## src/rtl/rc4_pkg.sv

```systemverilog
// Shared types and helpers for the RC4 datapath stages (init, ksa, prga).
package rc4_pkg;

    typedef logic [7:0] byte_t;

    localparam int S_SIZE = 256;

    // Widest key the helper below accepts (32 bytes = 256 bits).
    localparam int KEY_W_MAX = 256;

    typedef enum logic [2:0] {
        IDLE,
        RD_I,
        CAP_I,
        RD_J,
        CAP_J,
        WR_I,
        WR_J
    } ksa_state_t;

    // Key is left-aligned in a KEY_W_MAX container; byte 0 is the top byte.
    function automatic byte_t key_byte(input logic [KEY_W_MAX-1:0] key, input int idx);
        return key[KEY_W_MAX-1-8*idx -: 8];
    endfunction

endpackage

```

## src/rtl/ksa_key_sel.sv

```systemverilog
// Latched secret key plus wrapping key-byte index; presents the current key byte.
module ksa_key_sel
    import rc4_pkg::*;
#(
    parameter int KEY_BYTES = 3
) (
    input  logic                   clk,
    input  logic                   rst,
    input  logic                   load,
    input  logic                   advance,
    input  logic [8*KEY_BYTES-1:0] key,
    output byte_t                  kbyte
);

    localparam int KW = (KEY_BYTES > 1) ? $clog2(KEY_BYTES) : 1;

    logic [KW-1:0]          k;
    logic [8*KEY_BYTES-1:0] key_q;
    logic [KEY_W_MAX-1:0]   key_ext;

    always_ff @(posedge clk or posedge rst) begin
        if (rst) begin
            k     <= '0;
            key_q <= '0;
        end else if (load) begin
            k     <= '0;
            key_q <= key;
        end else if (advance) begin
            // Wrapping counter stands in for i mod KEY_BYTES.
            k <= (k == KW'(KEY_BYTES - 1)) ? '0 : k + 1'b1;
        end
    end

    assign key_ext = KEY_W_MAX'(key_q) << (KEY_W_MAX - 8 * KEY_BYTES);
    assign kbyte   = key_byte(key_ext, int'(k));

endmodule

```

## src/rtl/ksa.sv

```systemverilog
// RC4 key-scheduling stage: permutes the S array in an external 256x8 sync RAM.
module ksa
    import rc4_pkg::*;
#(
    parameter int KEY_BYTES = 3
) (
    input  logic                   clk,
    input  logic                   rst,
    input  logic                   en,
    output logic                   rdy,
    input  logic [8*KEY_BYTES-1:0] key,
    output logic [7:0]             addr,
    input  logic [7:0]             rddata,
    output logic [7:0]             wrdata,
    output logic                   wren
);

    // Handshake: a start is accepted in any cycle where en && rdy; rdy drops
    // the following cycle and stays low until the permutation finishes.
    // en while rdy=0 is ignored, and key is only sampled on acceptance.

    ksa_state_t state, state_n;
    byte_t      i, i_n, j, j_n, si, si_n, sj, sj_n;
    byte_t      addr_n, wrdata_n;
    logic       rdy_n, wren_n;
    logic       key_load, key_adv;
    byte_t      kbyte;

    ksa_key_sel #(.KEY_BYTES(KEY_BYTES)) u_key_sel (
        .clk     (clk),
        .rst     (rst),
        .load    (key_load),
        .advance (key_adv),
        .key     (key),
        .kbyte   (kbyte)
    );

    always_comb begin
        state_n  = state;
        i_n      = i;
        j_n      = j;
        si_n     = si;
        sj_n     = sj;
        key_load = 1'b0;
        key_adv  = 1'b0;

        case (state)
            IDLE: begin
                if (en) begin
                    state_n  = RD_I;
                    i_n      = 8'd0;
                    j_n      = 8'd0;
                    key_load = 1'b1;
                end
            end
            RD_I:  state_n = CAP_I;
            CAP_I: begin
                si_n    = rddata;
                j_n     = j + rddata + kbyte;
                state_n = RD_J;
            end
            RD_J:  state_n = CAP_J;
            CAP_J: begin
                sj_n    = rddata;
                state_n = WR_I;
            end
            WR_I:  state_n = WR_J;
            WR_J: begin
                if (i == 8'hFF) begin
                    state_n = IDLE;
                end else begin
                    i_n     = i + 8'd1;
                    key_adv = 1'b1;
                    state_n = RD_I;
                end
            end
            default: state_n = IDLE;
        endcase
    end

    // Outputs are decoded from the next state so they are registered
    // alongside it and line up with the state they belong to.
    always_comb begin
        rdy_n    = (state_n == IDLE);
        wren_n   = (state_n == WR_I) || (state_n == WR_J);
        addr_n   = addr;
        wrdata_n = wrdata;

        case (state_n)
            RD_I:  addr_n = i_n;
            RD_J:  addr_n = j_n;
            WR_I: begin
                addr_n   = i_n;
                wrdata_n = sj_n;
            end
            WR_J: begin
                addr_n   = j_n;
                wrdata_n = si_n;
            end
            default: ;
        endcase
    end

    always_ff @(posedge clk or posedge rst) begin
        if (rst) begin
            state  <= IDLE;
            i      <= 8'd0;
            j      <= 8'd0;
            si     <= 8'd0;
            sj     <= 8'd0;
            rdy    <= 1'b1;
            wren   <= 1'b0;
            addr   <= 8'd0;
            wrdata <= 8'd0;
        end else begin
            state  <= state_n;
            i      <= i_n;
            j      <= j_n;
            si     <= si_n;
            sj     <= sj_n;
            rdy    <= rdy_n;
            wren   <= wren_n;
            addr   <= addr_n;
            wrdata <= wrdata_n;
        end
    end

endmodule

```

## config.mk

```make
export PLATFORM = sky130hd
export DESIGN_NAME = ksa
export DESIGN_NICKNAME = d
export VERILOG_FILES = /design/src/rtl/rc4_pkg.sv /design/src/rtl/ksa_key_sel.sv /design/src/rtl/ksa.sv
export SDC_FILE = /design/constraint.sdc
export NUM_CORES = 1
export LEC_CHECK = 0
export ABC_AREA = 1
export BUFFER_PORTS_ARGS = -buffer_cell sky130_fd_sc_hd__buf_2
export CAP_MARGIN = 15
export CORE_ASPECT_RATIO = 1.2
export CORE_UTILIZATION = 30
export DETAILED_ROUTE_END_ITERATION = 8
export PLACE_DENSITY = 0.56
export REMOVE_ABC_BUFFERS = 1
export SETUP_SLACK_MARGIN = 0.3
export SLEW_MARGIN = 20
export SYNTH_ARGS = -nofsm -noshare
export SYNTH_HDL_FRONTEND = slang
export SYNTH_SLANG_ARGS = --single-unit
```

## constraint.sdc

```tcl
create_clock -name clk -period 3.1 [get_ports clk]
set_clock_uncertainty 0.15 [all_clocks]
set_input_delay 0.62 -clock clk [delete_from_list [all_inputs] [get_ports clk]]
set_output_delay 0.62 -clock clk [all_outputs]
set_load 0.1 [all_outputs]
```

Yosys cells after proc, flatten, opt, wreduce, memory -nomap -nowiden
Index checks and enable logic that the tools add are counted.

Output and inout port bits: 18. Word-level logic and storage cells: 56. Input port bits: 35. Register bits: 79.

Shift-type cells: 1. $add $sub $neg: 5. Multiplexer cells: 19. Equal/unequal tests: 12. Reduce and logical (&&, ||, !) cells: 8.

Operators with widths (number): variable part select 263 x 32 -> 8 bit (1); case mux 8 bit (2 select lines) (4); two-way mux 8 bit (5); case mux 3 bit (7 select lines) (1); adder 8 bit (2); == test 3 bit, second input constant (5); == test 3 x 2 -> 1 bit, second input constant (3); subtractor 8 x 5 -> 9 bit, first input constant (1); adder 8 x 1 -> 8 bit, second input constant (1); == test 8 bit, second input constant (1); == test 3 x 1 -> 1 bit, second input constant (2); zero test 3 bit (2); two-way mux 2 bit (3); nonzero test 2 bit (3); two-way mux 1 bit (5); OR reduction 2 bit (2); two-way mux 3 bit (1); adder 2 x 1 -> 2 bit, second input constant (1); == test 2 bit, second input constant (1); logical OR 1 bit (1).

Logic depth before layout (Yosys ltp)
Depth after elaboration: 6. Depth in mapped cells: 17. Gate-level depth less buffers: 17.

Modules after synthesis
A second synthesis with hierarchy kept.

Cells, all modules: 513. Area, all modules: 3913.8 um2.

Modules (own cells, without submodules): ksa (times used 1, seq. area each 1127.3 um2, cells each 356, area each 2673.8 um2); ksa_key_sel (times used 1, seq. area each 650.6 um2, cells each 157, area each 1239.9 um2).

Worst setup path before layout
Ideal clock, no wire load.

Kind: register to register. From: reg u_key_sel.k[1]. To: reg addr[5]. Required time: 2.823 ns. Arrival time: 2.546 ns. Stages on the path, launching flop included: 14. Setup time: 0.127 ns. Path slack: 0.277 ns. Period minus slack after synthesis: 2.823 ns. Buffers on the path: 1. Cells stage by stage: dfrtp_1 > clkbuf_1 > nand2_1 > a21oi_1 > a21oi_1 > fa_1 > inv_1 > ha_1 > fa_1 > a21oi_1 > xor2_1 > o21ai_0 > nand2_1 > nand3_1.

Word-level cells in the longest chain between the ends: 5.

RTL lines: start, declared (line ksa_key_sel.sv:17) `logic [KW-1:0] k;`; start signal, assigned (line ksa_key_sel.sv:30) `k <= (k == KW'(KEY_BYTES - 1)) ? '0 : k + 1'b1;`; subtractor 8 x 5 -> 9 bit (line rc4_pkg.sv:23) `return key[KEY_W_MAX-1-8*idx -: 8];`; variable part select 263 x 32 -> 8 bit (line rc4_pkg.sv:23); adder 8 bit (line ksa.sv:59) `j_n = j + rddata + kbyte;`; case mux 8 bit (2 select lines) (line ksa.sv:47) `case (state)`; net j_n[5] (line ksa.sv:23) `byte_t i, i_n, j, j_n, si, si_n, sj, sj_n;`; case mux 8 bit (2 select lines) (line ksa.sv:89) `case (state_n)`; end signal, assigned (line ksa.sv:123) `addr <= addr_n;`; end, declared (line ksa.sv:12) `output logic [7:0] addr,`.

The timed path passes the listed nets, and every way through them passes these cells. A chain may end at the register's enable or synchronous reset.

Worst setup path after layout
Ends and elaborated chain as after synthesis.

==> impl_metrics.env <==
export IMPL_status="finished, final reports clean"
export IMPL_insertion_delay_ns=0.33
export IMPL_coreArea_sq_um=12100
export IMPL_reg2regPathDepth=13
export IMPL_initial_core_util_pct=30.6
export IMPL_syn_avg_cell_area_sq_um=8.15
export IMPL_wl_um=8900
export IMPL_seq_area_frac_synth_pct=48.2
export IMPL_p_per_area_nw_per_um2=694
export IMPL_vias=3138
export IMPL_synth_top_cell_area_share_pct=47.4
export IMPL_diodes=0
export IMPL_ys_types=31
export IMPL_crit_arrival_ns=2.79
export IMPL_cp_slowest_cell="fa_1"
export IMPL_drive_gt1_share_pct=21.8
export IMPL_min_period_ns=2.72
export IMPL_antenna_found_initial=0
export IMPL_fin_ws_ns=0.378
export IMPL_grt_pass1_vias=3125
export IMPL_worstSetupStartpointType="flop"
export IMPL_critPathTopFamily="adder cells"
export IMPL_cts_max_level=3
export IMPL_synth_cells=453
export IMPL_ctsHoldBuffers=0
export IMPL_grt_overflow=0
export IMPL_io_buffer_count=52
export IMPL_ys_warn_count=0
export IMPL_cts_buffers=9
export IMPL_clk_pin_slew_worst_paths_ns=0.06
export IMPL_period_share_pct=87.8
export IMPL_root_buffer="clkbuf_16"
export IMPL_critPathMaxFanout=6
export IMPL_hold_path_class="in2async"
export IMPL_finalNetCount=567
export IMPL_n_fill_cell=1254
export IMPL_fmax_mhz=367
export IMPL_synthFlopType="dfrtp_1"
export IMPL_die_h_um=124
export IMPL_drtIter0Drc=175
export IMPL_drc_errors=0
export IMPL_dieWidth_um=103
export IMPL_cpMostUsedCell="a21oi_2"
export IMPL_p_leak_nw=2.27
export IMPL_rr_startpoint="u_key_sel.k[1]$_DFFE_PP0P_"
export IMPL_cts_tree="yes"
export IMPL_slowest_delay_ns=0.47
export IMPL_synth_edff_count=0
export IMPL_yosysTopAreaCell="dfrtp_1"
export IMPL_synth_seq_cells=71
export IMPL_vias_per_cell=4.59
export IMPL_max_vdd_ir_drop_mv=0.220
export IMPL_clock_sinks=71
export IMPL_async_flop_share_pct=100
export IMPL_area_growth_pct=22.3
export IMPL_ant_nets=0
export IMPL_grt_start_max_net_pins=46
export IMPL_critPathBufInv=2
export IMPL_dpl_hpwl_um=6620
export IMPL_setup_tns_ns=0
export IMPL_tightest_slew_ns=0.580
export IMPL_finalHoldViolations=0
export IMPL_netlist_top_cells_area="dfrtp_1 (47%), nand2_1 (18%), o21ai_0 (5.0%)"
export IMPL_worstSetupPathType="reg2reg"
export IMPL_grt_pass1_wl_um=14800
export IMPL_setup_viol=0
export IMPL_rsz0062_at_grt="true"
export IMPL_crit_path_end_kind="flop"
export IMPL_slew_headroom_pct=61.3
export IMPL_drt_first_pass_iters=4
export IMPL_row_count=44
export IMPL_place_ws_ns=0.112
export IMPL_rr_endpoint="addr[5]$_DFFE_PP0P_"
export IMPL_synth_area_sq_um=3690
export IMPL_clk_path_buf_depth=2
export IMPL_ios=53
export IMPL_grt_use_total_pct=15.4
export IMPL_die_area_sq_um=12800
export IMPL_crit_chain="inv_2 > nand2_2 > a21oi_2 > a21oi_2 > fa_1 > inv_1 > ha_2 > fa_2 > a21oi_2 > xor2_1 > o21ai_1 > nand2_1 > nand3_1"
export IMPL_finalMaxSlewViolations=0
export IMPL_r2r_slack_ns=0.38
export IMPL_gp_congestion=0.868
export IMPL_critical_path_required_ns=3.17
export IMPL_cap_viol_max_count=0
export IMPL_wl_per_cell_um=13.0
[power breakdown]
part,switching (mW),internal [mW],total [mW]
clock network,0.387,0.586,0.974
registers,0.0647,1.04,1.10
logic,0.607,0.452,1.06
[layout by cell type (no fill, tap or decap), types with 3 or more instances in the layout]
master / count
a21oi_1: 9
a21oi_2: 4
a22o_1: 3
buf_2: 53
buf_4: 7
clkbuf_16: 9
dfrtp_1: 69
fa_1: 7
ha_1: 4
inv_1: 40
inv_2: 10
nand2_1: 175
nand2_2: 5
nand2_4: 3
nand3_1: 33
nand4_1: 5
nor2_1: 13
nor2_4: 3
o21ai_0: 29
o21ai_1: 14
[cell type report]
class / instances / area, sq um / area share, %
tap: 161 / 201 / 4.46
inverter: 52 / 200 / 4.43
sequential: 71 / 1780 / 39.4
clock buffer: 12 / 256 / 5.68
clock inverter: 4 / 30.0 / 0.665
timing repair buffer: 61 / 329 / 7.29
multi-input combinational: 322 / 1720 / 38.1
[worst max-delay path by stage]
stage / from / endpoint / slack [ns] / cells past startpoint
final: u_key_sel.k[1]$_DFFE_PP0P_ / addr[5]$_DFFE_PP0P_ / 0.38 / 13
after global routing: u_key_sel.k[1]$_DFFE_PP0P_ / addr[5]$_DFFE_PP0P_ / 0.21 / 13
after floorplan: u_key_sel.k[1]$_DFFE_PP0P_ / addr[5]$_DFFE_PP0P_ / 0.23 / 13
after global placement: rddata[1] / addr[5]$_DFFE_PP0P_ / 0.20 / 11
after CTS: u_key_sel.k[1]$_DFFE_PP0P_ / addr[5]$_DFFE_PP0P_ / 0.31 / 13
after detailed placement: u_key_sel.k[1]$_DFFE_PP0P_ / addr[5]$_DFFE_PP0P_ / 0.11 / 13
[cell usage after synthesis, types with 2 or more instances]
library cell	n
a21boi_1	2
a21oi_1	12
a22o_1	3
clkbuf_1	4
dfrtp_1	70
fa_1	8
ha_1	7
inv_1	44
inv_2	6
inv_4	2
nand2_1	177
nand2_2	4
nand2_4	2
nand3_1	34
nand3_4	2
nand4_1	5
nor2_1	13
nor2_4	3
nor2_8	2
o21ai_0	37
o21ai_1	6
[sequential cells by signal (all words and copies together), names as in the netlist]
signal           count
j                    8
u_key_sel.k          2
si                   8
addr                 8
wrdata               8
rdy                  1
state                3
wren                 1
i                    8
u_key_sel.key_q     24
[cells by family after synthesis]
kind of cell / share of synthesized area, %
and+or+nand+nor: 29.1
DFF: 48.2
AOI/OAI and AO/OA: 9.18
buffers and inverters: 6.57
adders and majority gates: 6.71
xor gates and xnor gates: 0.237
[metal layers]
| layer | routed length [um] | vias to the layer above | track usage, % |
|---|---|---|---|
| li1 | - | 1574 | - |
| met1 | 4080 | 1493 | 19.4 |
| met2 | 4340 | 53 | 25.4 |
| met3 | 282 | 18 | 3.67 |
| met4 | 203 | 0 | 5.99 |
| met5 | 0 | - | 0 |
[through the flow]
step	area, sq um	util [%]	total power [mW]	instances	hold slack (ns)
floorplan	3650	-	1.81	445	0.287
global placement	4130	34.3	2.03	661	0.304
detailed placement	4130	34.3	2.07	661	0.306
CTS	4440	36.8	3.09	678	0.193
global route	4510	37.4	3.37	683	0.230
finish	4510	37.4	3.13	683	0.187
[tightest hold or removal path, stage by stage]
cell,delay (ns)
buf_2,0.10
inv_2,0.04
buf_4,0.31
[what timing repair did]
action | in CTS | in global routing
pin swaps | 1 | 10
resized for setup | 8 | 16
setup buffers | 1 | 4
gates cloned | 0 | 1
endpoints found under the setup margin | 6 | 10
Note: power is estimated with default switching activity, not from simulation.
